## config.mk

```make
export PLATFORM = sky130hd
export DESIGN_NAME = seq_multiplier
export DESIGN_NICKNAME = d
export VERILOG_FILES = /design/src/rtl/seq_multiplier.sv
export SDC_FILE = /design/constraint.sdc
export NUM_CORES = 1
export LEC_CHECK = 0
export CAP_MARGIN = 40
export CORE_ASPECT_RATIO = 1.4
export CORE_MARGIN = 1.5
export CORE_UTILIZATION = 45
export DETAILED_ROUTE_END_ITERATION = 10
export PLACE_DENSITY = 0.67
export SLEW_MARGIN = 5
export SYNTH_ARGS = -nofsm -noshare
export SYNTH_HDL_FRONTEND = slang
export SYNTH_SLANG_ARGS = --single-unit
```

## constraint.sdc

```tcl
create_clock -name clk -period 5.6 [get_ports clk]
set_input_delay 1.12 -clock clk [delete_from_list [all_inputs] [get_ports clk]]
set_output_delay 1.12 -clock clk [all_outputs]
set_load 0.005 [all_outputs]
```

## src/rtl/seq_multiplier.sv

```systemverilog
// Sequential shift-add multiplier: one multiplier bit per clock, signed or unsigned
// operands, 2*WIDTH product returned as hi/lo words with a start/busy/done handshake.
module seq_multiplier #(
    parameter int WIDTH = 32,
    parameter int CNT_W = $clog2(WIDTH + 1)
) (
    input  logic             clk,
    input  logic             rst_n,
    input  logic             start,
    input  logic             signed_mode,
    input  logic [WIDTH-1:0] a,
    input  logic [WIDTH-1:0] b,
    output logic             busy,
    output logic             done,
    output logic [WIDTH-1:0] lo,
    output logic [WIDTH-1:0] hi
);
    typedef enum logic [1:0] {IDLE, RUN, FIX} state_t;

    state_t             r_state;
    state_t             w_nextState;
    logic [WIDTH-1:0]   r_mcand;
    logic [WIDTH-1:0]   r_mplier;
    logic [2*WIDTH-1:0] r_acc;
    logic               r_neg;
    logic [CNT_W-1:0]   r_cnt;
    logic               r_done;
    logic [WIDTH-1:0]   r_lo;
    logic [WIDTH-1:0]   r_hi;

    logic               w_lastIter;
    logic [WIDTH-1:0]   w_aMag;
    logic [WIDTH-1:0]   w_bMag;
    logic [WIDTH:0]     w_sum;
    logic [2*WIDTH-1:0] w_result;

    // The magnitude of the most negative operand is 2^(WIDTH-1), which still fits unsigned.
    assign w_aMag     = (signed_mode && a[WIDTH-1]) ? -a : a;
    assign w_bMag     = (signed_mode && b[WIDTH-1]) ? -b : b;
    assign w_lastIter = (r_cnt == CNT_W'(WIDTH - 1));
    assign w_sum      = {1'b0, r_acc[2*WIDTH-1:WIDTH]}
                      + (r_mplier[0] ? {1'b0, r_mcand} : '0);
    assign w_result   = r_neg ? -r_acc : r_acc;

    always_ff @(posedge clk) begin
        if (!rst_n) begin
            r_state <= IDLE;
        end else begin
            r_state <= w_nextState;
        end
    end

    always_comb begin
        w_nextState = r_state;
        case (r_state)
            IDLE:    if (start) w_nextState = RUN;
            RUN:     if (w_lastIter) w_nextState = FIX;
            FIX:     w_nextState = IDLE;
            default: w_nextState = IDLE;
        endcase
    end

    // The sum's carry bit becomes the new accumulator MSB as the whole accumulator shifts right.
    always_ff @(posedge clk) begin
        if (!rst_n) begin
            r_mcand  <= '0;
            r_mplier <= '0;
            r_acc    <= '0;
            r_neg    <= 1'b0;
            r_cnt    <= '0;
            r_done   <= 1'b0;
            r_lo     <= '0;
            r_hi     <= '0;
        end else begin
            r_done <= 1'b0;
            case (r_state)
                IDLE: begin
                    if (start) begin
                        r_mcand  <= w_aMag;
                        r_mplier <= w_bMag;
                        r_neg    <= signed_mode & (a[WIDTH-1] ^ b[WIDTH-1]);
                        r_acc    <= '0;
                        r_cnt    <= '0;
                    end
                end
                RUN: begin
                    r_acc    <= {w_sum, r_acc[WIDTH-1:1]};
                    r_mplier <= r_mplier >> 1;
                    r_cnt    <= r_cnt + CNT_W'(1);
                end
                FIX: begin
                    {r_hi, r_lo} <= w_result;
                    r_done       <= 1'b1;
                end
                default: ;
            endcase
        end
    end

    assign busy = (r_state != IDLE);
    assign done = r_done;
    assign lo   = r_lo;
    assign hi   = r_hi;
endmodule

```

==> impl_metrics.tcl <==
set metrics [dict create \
    grt_max_degree 85 \
    grt_pass1_wl_mm 49.6 \
    min_period_over_period_pct 67.3 \
    ios 134 \
    syn_inst 1414 \
    path_class "register to register" \
    syn2layout_area_growth_pct 19.4 \
    rsz0062_at_grt "no" \
    dp_hpwl_mm 22.3 \
    async_flop_share_pct 0 \
    grt_antenna_before_repair 0 \
    drt_first_pass_iters 8 \
    syn_area_per_cell_um2 8.07 \
    drt_iter0_drc 581 \
    finalHoldViolCount 0 \
    p_leak_nw 5.01 \
    final_antenna_net_count 0 \
    cts_resized 0 \
    cts_hold_buf 0 \
    routedWlPerCell_um 16.6 \
    grt_usage_pct 23.1 \
    mostFrequentLayoutCell "dfxtp_1" \
    clock_path_buffers 3 \
    critical-path-top-delay-family "compound AO/OA/AOI/OAI gates" \
    multi_input_area_mm2 0.00697 \
    clkSinkCount 202 \
    coreArea_mm2 0.0248 \
    cts.clk_slew.worst_paths_ns 0.06 \
    tightest_slew_ns 0.908 \
    die_area_mm2 0.0263 \
    slowest_stage "dfxtp_1" \
    ys_warn_count 0 \
    diodes 0 \
    synth_ff_type "dfxtp_1" \
    synth_cell_type_count 70 \
    critical_path_buf_inv_count 1 \
    vias 10464 \
    gp_congestion 0.921 \
    clock-skew-final_ns 0.0204 \
    synth_edf_count 0 \
    synthesis.area_mm2 0.0114 \
    core.rowCount 68 \
    hold_slack_ns 0.455 \
    critPathRequiredTime_ns 5.98 \
    worstSetupEndpointType "register" \
    finalNetCount 1598 \
    cp_data_arrival_time_ns 4.14 \
    die_h_um 191 \
    crit_path_start_kind "register" \
    io_buffers 133 \
    peakVddDrop_uv 202 \
    htree_levels 1 \
    fillers 2378 \
    finalSetupViolCount 0 \
    max_slew_margin_pct 39.2 \
    drv_slew 0 \
    setup_tns_ns 0 \
    max_freq_mhz 266 \
    cts_tree "done" \
    seq_area_mm2 0.00405 \
    vias_per_cell 5.75 \
    cp_cell_sequence "and2_1 > ha_1 > inv_1 > fa_1 > nor2b_1 > o211ai_1 > a21oi_1 > o211ai_1 > o21ai_0 > o31a_1 > o21ai_0" \
    drive_above_1_share_pct 4.85 \
    initial_core_util_pct 46.1 \
    cts_buffers 21 \
    drt-total-wl_mm 30.3 \
    seq_area_frac_synth_pct 35.4 \
    status "finished clean" \
    layout_common_cells "201 x dfxtp_1, 158 x nand2_1, 133 x clkdlybuf4s50_1" \
    drc 0 \
    grt_overflow_total 0 \
    syn_nets 1519 \
    cp_max_fo 33 \
    first_global_vias 9859 \
    drv_cap 0 \
    clock_latency_ns 0.51 \
    totalPowerFinal_w 0.00325 \
    slowest_delay_ns 0.81 \
    min_period_ns 3.77 \
    cts_root_buffer "clkbuf_16" \
    cts_setup_buffers 0 \
    postPlaceCellArea_mm2 0.0130 \
    ys_seq_elements 202 \
    fin_area_mm2 0.0136 \
    min_path_type "register to register" \
    die_w_um 138 \
    power.density_mw_per_mm2 239 \
]
flip-flops by register name (all words and copies together), names as in the netlist:
name,flops
done,1
hi,32
lo,32
r_acc,64
r_cnt,6
r_mcand,32
r_mplier,32
r_neg,1
r_state,2
final timing paths:
kind,start,end,slack (ns),cells after the start
min reg2reg,r_mcand[0],r_mcand[0],0.45,2
max reg2reg,r_mplier[0],r_acc[59],1.83,11
min,r_mcand[0],r_mcand[0],0.45,2
max,r_mplier[0],r_acc[59],1.83,11
cell usage after synthesis (3+ instances only):
| library cell | count | area share (%) |
|---|---|---|
| dfxtp_1 | 202 | 35 |
| nand2_1 | 158 | 5.2 |
| o21ai_0 | 122 | 5.4 |
| nor2_1 | 106 | 3.5 |
| a21oi_1 | 98 | 4.3 |
| xor2_1 | 92 | 7.1 |
| clkbuf_1 | 84 | 2.8 |
| a211oi_1 | 41 | 2.7 |
| xnor2_1 | 40 | 3.1 |
| and2_1 | 38 | 2.1 |
| ha_1 | 36 | 3.9 |
| o31ai_1 | 35 | 2.3 |
| a22o_1 | 32 | 2.5 |
| nand3_1 | 26 | 1.1 |
| a22oi_1 | 23 | 1.5 |
| nor3_1 | 22 | 0.96 |
| or3_1 | 22 | 1.2 |
| a31oi_1 | 18 | 0.99 |
| inv_1 | 18 | 0.59 |
| nor4_1 | 16 | 0.88 |
| o41ai_1 | 14 | 1.1 |
| or4_1 | 14 | 0.92 |
| nand4_1 | 13 | 0.71 |
| o22ai_1 | 13 | 0.71 |
| a21o_1 | 10 | 0.66 |
| o21a_1 | 9 | 0.59 |
| or2_2 | 9 | 0.49 |
| nand2b_1 | 8 | 0.44 |
| and3_1 | 7 | 0.38 |
| o211ai_1 | 7 | 0.46 |
| nor2b_1 | 6 | 0.33 |
| a311oi_1 | 5 | 0.38 |
| a21boi_0 | 4 | 0.26 |
| and4_1 | 4 | 0.31 |
| buf_2 | 4 | 0.18 |
| mux2i_1 | 4 | 0.35 |
| or4_4 | 4 | 0.39 |
| a32o_1 | 3 | 0.26 |
| buf_1 | 3 | 0.099 |
| nand4b_1 | 3 | 0.23 |
| o21bai_1 | 3 | 0.20 |
| o31a_1 | 3 | 0.23 |
per-layer routing:
metal,track usage (%),routed length [um]
met5,0,0
met4,6.96,776
met3,1.88,1220
met2,41.8,15300
met1,28.8,12900
power by group:
part | internal (W) | switching [W]
sequential | 0.00148 | 0.0000271
clock | 0.000812 | 0.000583
combinational | 0.000144 | 0.000207
logic make-up (layout without fill, tap and decap cells):
family	Yosys count	after routing	synth area share [%]
compound gates	462	462	26.3
xor+xnor	132	132	10.1
fa+ha+maj	37	37	4.12
buf+inv	111	203	3.69
flops	202	202	35.4
mux	4	4	0.351
simple gates	466	466	19.9
metrics by stage:
step	worst slack [ns]	std cells	util, %
final	1.83	1821	55.1
after floorplan	2.12	1414	-
after global routing	1.55	1821	55.1
after CTS	1.80	1821	55.1
after global placement	1.52	1783	52.2
after detailed placement	1.47	1785	52.4
worst register-to-register path: stages (launching register included):
cell and delay (ns):
dfxtp_1 0.81, and2_1 0.27, ha_1 0.18, inv_1 0.05, fa_1 0.37, nor2b_1 0.23
o211ai_1 0.18, a21oi_1 0.40, o211ai_1 0.25, o21ai_0 0.59, o31a_1 0.23, o21ai_0 0.06
final cells by class:
type / count / share of cell area [%]
inverter: 20 / 0.551
tap: 315 / 2.89
sequential: 202 / 29.7
clock buffer: 30 / 4.25
multi-input combinational: 1101 / 51.2
clock inverter: 6 / 0.652
timing repair buffer: 147 / 10.8
Note: power is estimated with default switching activity, not from simulation.
